## config.mk

```make
export PLATFORM = sky130hd
export DESIGN_NAME = pipe_stall_ctrl
export DESIGN_NICKNAME = d
export VERILOG_FILES = /design/src/rtl/pipe_stall_ctrl.sv
export SDC_FILE = /design/constraint.sdc
export NUM_CORES = 1
export LEC_CHECK = 0
export CAP_MARGIN = 5
export CORE_MARGIN = 4
export CORE_UTILIZATION = 31
export DETAILED_ROUTE_END_ITERATION = 12
export MAX_ROUTING_LAYER = met4
export PLACE_DENSITY = 0.87
export REMOVE_ABC_BUFFERS = 1
export SLEW_MARGIN = 10
export SYNTH_ARGS = -nofsm -noshare
export SYNTH_HDL_FRONTEND = slang
export SYNTH_SLANG_ARGS = --single-unit
```

## constraint.sdc

```tcl
create_clock -name clk -period 1.6 [get_ports clk]
set_input_delay 0.32 -clock clk [delete_from_list [all_inputs] [get_ports clk]]
set_output_delay 0.32 -clock clk [all_outputs]
set_load 0.005 [all_outputs]
```

## src/rtl/pipe_stall_ctrl.sv

```systemverilog
// ----------------------------------------------------------------------------
// pipe_stall_ctrl
//
// Purpose:
//   Stall/flush controller for a 5-stage CPU. It takes requests from the
//   EXE-stage hazard/forwarding unit and drives the enables, flushes and
//   bubbles of the pipeline:
//     - a taken branch redirects the PC and flushes IF/ID and ID/EX
//     - a load-use hazard (wrn low) stalls the front end for one cycle
//     - a mul/div op freezes the pipeline for MD_CYCLES cycles
//   The controller owns the mul/div busy down-counter and the one-shot
//   load-use stall FSM (RUN / LU_STALL / MD_BUSY).
//
// Parameters:
//   MD_CYCLES  EXE occupancy of a mul/div op in cycles (2 .. 2**CNT_W)
//   CNT_W      width of the mul/div down-counter
//   PERF_W     width of each performance counter
//
// Ports:
//   clk           in   single clock, rising edge
//   rst           in   synchronous active-high reset
//   wrn           in   load-use stall request, active-low
//   br_taken      in   EXE branch/jump resolved taken
//   md_start      in   mul/div instruction in EXE, first cycle
//   pc_en         out  PC register load enable
//   pc_sel        out  1 = PC loads branch target, 0 = PC+4
//   ifid_en       out  IF/ID register load enable
//   ifid_flush    out  IF/ID cleared to NOP on the next edge
//   idex_bubble   out  ID/EX loads NOP
//   idex_en       out  ID/EX register load enable
//   exmem_bubble  out  EX/MEM loads NOP
//   md_busy       out  mul/div occupying EXE
//   md_done       out  one-cycle pulse, mul/div result valid in EXE
//   stall_cycles  out  cycles with pc_en==0 outside reset
//   flush_count   out  number of branch flushes
//
// Configuration macro:
//   HAZ_PERF_EN   when defined, stall_cycles and flush_count are saturating
//                 counters; when undefined both ports are tied to zero and
//                 no counter flops exist.
// ----------------------------------------------------------------------------
module pipe_stall_ctrl #(
    parameter int MD_CYCLES = 32,
    parameter int CNT_W     = 6,
    parameter int PERF_W    = 32
) (
    input  logic              clk,
    input  logic              rst,
    input  logic              wrn,
    input  logic              br_taken,
    input  logic              md_start,
    output logic              pc_en,
    output logic              pc_sel,
    output logic              ifid_en,
    output logic              ifid_flush,
    output logic              idex_bubble,
    output logic              idex_en,
    output logic              exmem_bubble,
    output logic              md_busy,
    output logic              md_done,
    output logic [PERF_W-1:0] stall_cycles,
    output logic [PERF_W-1:0] flush_count
);

    typedef enum logic [1:0] {
        RUN      = 2'd0,
        LU_STALL = 2'd1,
        MD_BUSY  = 2'd2
    } state_t;

    // The md_start cycle is the first of MD_CYCLES and the counter==0 cycle
    // is the last, so the counter starts two below the occupancy.
    localparam logic [CNT_W-1:0] MD_LOAD = CNT_W'(MD_CYCLES - 2);

    state_t           state;
    state_t           state_nxt;
    logic [CNT_W-1:0] md_cnt;
    logic [CNT_W-1:0] md_cnt_nxt;

    // Outputs and next state are decoded from the current state and the
    // live requests. Reset overrides everything and presents a fully
    // bubbled, frozen pipeline. In RUN a taken branch wins over both the
    // mul/div start and the load-use request because those belong to
    // wrong-path instructions that are being flushed anyway.
    always_comb begin
        pc_en        = 1'b1;
        pc_sel       = 1'b0;
        ifid_en      = 1'b1;
        ifid_flush   = 1'b0;
        idex_bubble  = 1'b0;
        idex_en      = 1'b1;
        exmem_bubble = 1'b0;
        md_busy      = 1'b0;
        md_done      = 1'b0;
        state_nxt    = state;
        md_cnt_nxt   = md_cnt;

        if (rst) begin
            pc_en        = 1'b0;
            ifid_en      = 1'b0;
            ifid_flush   = 1'b1;
            idex_bubble  = 1'b1;
            exmem_bubble = 1'b1;
            state_nxt    = RUN;
            md_cnt_nxt   = '0;
        end else begin
            case (state)
                RUN: begin
                    if (br_taken) begin
                        pc_sel      = 1'b1;
                        ifid_flush  = 1'b1;
                        idex_bubble = 1'b1;
                    end else if (md_start) begin
                        pc_en        = 1'b0;
                        ifid_en      = 1'b0;
                        idex_en      = 1'b0;
                        md_busy      = 1'b1;
                        exmem_bubble = 1'b1;
                        md_cnt_nxt   = MD_LOAD;
                        state_nxt    = MD_BUSY;
                    end else if (!wrn) begin
                        pc_en       = 1'b0;
                        ifid_en     = 1'b0;
                        idex_bubble = 1'b1;
                        state_nxt   = LU_STALL;
                    end
                end

                // One cycle of free flow after a load-use stall; wrn is not
                // looked at here so a stuck request cannot deadlock the CPU.
                LU_STALL: begin
                    if (br_taken) begin
                        pc_sel      = 1'b1;
                        ifid_flush  = 1'b1;
                        idex_bubble = 1'b1;
                    end
                    state_nxt = RUN;
                end

                // Upstream is frozen, so every request input is ignored.
                MD_BUSY: begin
                    md_busy = 1'b1;
                    if (md_cnt == '0) begin
                        md_done   = 1'b1;
                        state_nxt = RUN;
                    end else begin
                        pc_en        = 1'b0;
                        ifid_en      = 1'b0;
                        idex_en      = 1'b0;
                        exmem_bubble = 1'b1;
                        md_cnt_nxt   = md_cnt - CNT_W'(1);
                    end
                end

                default: begin
                    state_nxt  = RUN;
                    md_cnt_nxt = '0;
                end
            endcase
        end
    end

    always_ff @(posedge clk) begin
        if (rst) begin
            state  <= RUN;
            md_cnt <= '0;
        end else begin
            state  <= state_nxt;
            md_cnt <= md_cnt_nxt;
        end
    end

`ifdef HAZ_PERF_EN
    logic [PERF_W-1:0] stall_q;
    logic [PERF_W-1:0] flush_q;

    // Saturating event counters; they stick at all-ones instead of wrapping.
    always_ff @(posedge clk) begin
        if (rst) begin
            stall_q <= '0;
            flush_q <= '0;
        end else begin
            if (!pc_en && (stall_q != '1)) begin
                stall_q <= stall_q + PERF_W'(1);
            end
            if (ifid_flush && (flush_q != '1)) begin
                flush_q <= flush_q + PERF_W'(1);
            end
        end
    end

    assign stall_cycles = stall_q;
    assign flush_count  = flush_q;
`else
    assign stall_cycles = '0;
    assign flush_count  = '0;
`endif

endmodule
```

==> impl_metrics.json <==
{
  "power.density_nw_per_um2": 683,
  "io-pin-count": 78,
  "synth_ff_type": "dfxtp_1",
  "io_buffers": 13,
  "antenna_found_initial": 0,
  "status": "complete, but fails checks",
  "synth.area.top_cells": "buf_4 47%, dfxtp_1 15%, a211o_1 2.5%",
  "vias_per_cell": 3.77,
  "ys_ff_latch": 8,
  "cts_htree_levels": 1,
  "grt-ovfl-total": 0,
  "synth_mux_area_frac": 0,
  "first_pass_iters": 6,
  "area_delta_synth_final_pct": 22.6,
  "vias": 830,
  "final_layout_size_suffix_gt1_frac": 0.375,
  "p_leak_nw": 0.694,
  "drv_slew": 0,
  "finalWirelength_mm": 2.32,
  "power.switching_mw": 0.318,
  "final_util": 0.408,
  "skew_ns": 0.00243,
  "design_area_sq_um": 1270,
  "path_class": "reg2out",
  "ys_seq_area_frac": 0.154,
  "row_count": 20,
  "synthAdderAreaFrac": 0.0241,
  "setup_tns_ns": -1.32,
  "synth_top_family_by_area": "buffers and inverters",
  "yosysTopAreaCell": "buf_4",
  "grt_use_total": 0.0966,
  "crit_path_end_kind": "output port",
  "drv_cap": 0,
  "final-hold-violation-count": 0,
  "vdd_ir_drop_max_mv": 0.228,
  "clkLatencyLatePin_ns": 0.26,
  "setup_violations": 8,
  "whs_path_depth": 3,
  "fin_crit_ns": 1.85,
  "synth.most_common_cell": "buf_4",
  "grt_pass1_vias": 689,
  "cts_made_buffers": 3,
  "critPathMaxStageDelay_ns": 0.33,
  "rsz0062_at_grt": "yes",
  "n_antenna_cell": 0,
  "die_x_um": 65.9,
  "required_ns": 1.28,
  "comb_power_share": 0.539,
  "regArea_sq_um": 166,
  "reg2reg_to": "md_cnt[4]",
  "start_util": 0.332,
  "core-area_sq_um": 3130,
  "worstPathMaxFanout": 2,
  "violations": "setup timing",
  "drtAntennaViolNets": 0,
  "power_frac_seq": 0.274,
  "die_area_sq_um": 4340,
  "start_kind": "flip-flop",
  "synthTopCellsByCount": "65 x buf_4, 8 x dfxtp_1, 6 x inv_1",
  "fmax_mhz": 541,
  "fin_hold_ws_ns": 0.373,
  "critPathSlowestCell": "dfxtp_2",
  "placed_area_sq_um": 1140,
  "fin_nets": 185,
  "period_share": 1.15,
  "synth_compound_area_frac": 0.156,
  "gp_congestion": 0.878,
  "async_flop_share": 0,
  "clockBufferDepth": 2,
  "r2r_start": "md_cnt[1]",
  "grt_max_degree": 10,
  "fillers": 311,
  "die_height_um": 65.9,
  "wire_per_inst_um": 10.5,
  "worstRegToRegCells": 9,
  "place_hpwl_mm": 1.63,
  "cp.arrival_ns": 1.53,
  "cts_root_buf": "clkbuf_4",
  "synth_top_area_share": 0.469,
  "p_int_mw": 0.552,
  "multi_input_area_sq_um": 653,
  "setup_ws_ns": -0.247,
  "synthDistinctLibCells": 35,
  "syn-cell-area_sq_um": 1040,
  "switching_share": 0.366,
  "clk_pin_slew_ns": 0.06,
  "syn-instance-count": 132,
  "grt_pass1_wl_mm": 3.11,
  "regToRegSetupSlack_ns": -0.12,
  "p_clk_frac": 0.187,
  "hold_class": "in2reg",
  "synth_xor_area_frac": 0.00842,
  "cts_tree": "done",
  "drc": 0,
  "cp_cell_sequence": "inv_2 -> ha_4 -> nor3b_4 -> buf_4 -> buf_6 -> a31oi_4 -> inv_2 -> buf_6",
  "clock-sinks": 8,
  "drt_iter0_drc": 17,
  "synth.avg_cell_area_sq_um": 7.88,
  "hold_start": "br_taken",
  "hold-path-endpoint": "state[0]",
  "synth_edf_count": 0,
  "holdBufCountCts": 0,
  "synthSimpleGateAreaFrac": 0.152,
  "yosys_warnings": 0
}
## placed cells by master (no fill, tap or decap), types with 3 or more instances in the layout
cell | synthesis | layout
a211o_1 | 3 | 3
dlygate4sd2_1 | 0 | 3
clkbuf_4 | 0 | 3
buf_4 | 65 | 28
buf_2 | 0 | 5
inv_2 | 1 | 4
dfxtp_1 | 8 | 5
nand2b_1 | 4 | 3
buf_6 | 0 | 6
conb_1 | 1 | 64
nor2_1 | 4 | 4
## power groups by stage
| stage | logic [mW] | clock network (mW) | registers (mW) |
|---|---|---|---|
| floorplan | 0.177 | 0 | 0.248 |
| global placement | 0.352 | 0 | 0.239 |
| detailed placement | 0.358 | 0 | 0.240 |
| CTS | 0.407 | 0.165 | 0.238 |
| global route | 0.511 | 0.178 | 0.241 |
| finish | 0.469 | 0.163 | 0.238 |
## sequential cells by signal (all words and copies together) (netlist names)
signal	cells
md_cnt	6
state	2
## kinds of logic (layout without fill, tap and decap cells)
| kind of cell | Yosys count | count (layout) |
|---|---|---|
| adder cells (fa/ha/maj) | 2 | 2 |
| AO/OA/AOI/OAI | 21 | 21 |
| flip-flops | 8 | 8 |
| buffers and inverters | 74 | 55 |
| XOR/XNOR | 1 | 1 |
| other | 1 | 64 |
| AND/OR/NAND/NOR | 25 | 25 |
## area by class of cell
class | count | area share
Multi-Input combinational cell | 113 | 0.512
Tap cell | 44 | 0.0432
Timing Repair Buffer | 45 | 0.274
Inverter | 7 | 0.0226
Sequential cell | 8 | 0.131
Clock buffer | 3 | 0.0177
## timing repair
| action | in CTS | in global routing |
|---|---|---|
| cloned | 0 | 0 |
| pin swaps | 8 | 6 |
| resized for setup | 59 | 8 |
| endpoints found under the hold margin | 0 | 0 |
| endpoints found under the setup margin | 9 | 9 |
| buffers inserted | 6 | 3 |
## critical path: cells and delay by family, from the launching register on
kind / cells / cell delay, ns
simple gates: 1 / 0.15
fa+ha+maj: 1 / 0.15
compound gates: 1 / 0.15
flops: 1 / 0.33
buf+inv: 5 / 0.48
## how the worst max path moves through the flow
stage                         end  startpoint  slack (ns)  cells past startpoint
after floorplan           ifid_en   md_cnt[0]        0.03                      6
after CTS                 ifid_en   md_cnt[1]       -0.19                      7
after detailed placement  idex_en    md_start       -0.67                      6
after global placement    idex_en    md_start       -0.65                      6
after global routing      ifid_en   md_cnt[1]       -0.30                      7
final                     idex_en   md_cnt[0]       -0.25                      8
## per-stage QoR
step / worst slack (ns) / std cells / power [mW]
after floorplan: 0.0341 / 128 / 0.425
after global placement: -0.652 / 208 / 0.590
after detailed placement: -0.674 / 208 / 0.597
after CTS: -0.193 / 217 / 0.810
after global routing: -0.303 / 220 / 0.929
final: -0.247 / 220 / 0.871
## routing by layer
metal  vias to the layer above  wire length (um)  GRT usage
li1                        397                 -          -
met1                       389               840      0.106
met2                        42              1230      0.164
met3                         2               216     0.0289
met4                         0                25     0.0363
met5                         -                 0          -
Note: power is estimated with default switching activity, not from simulation.
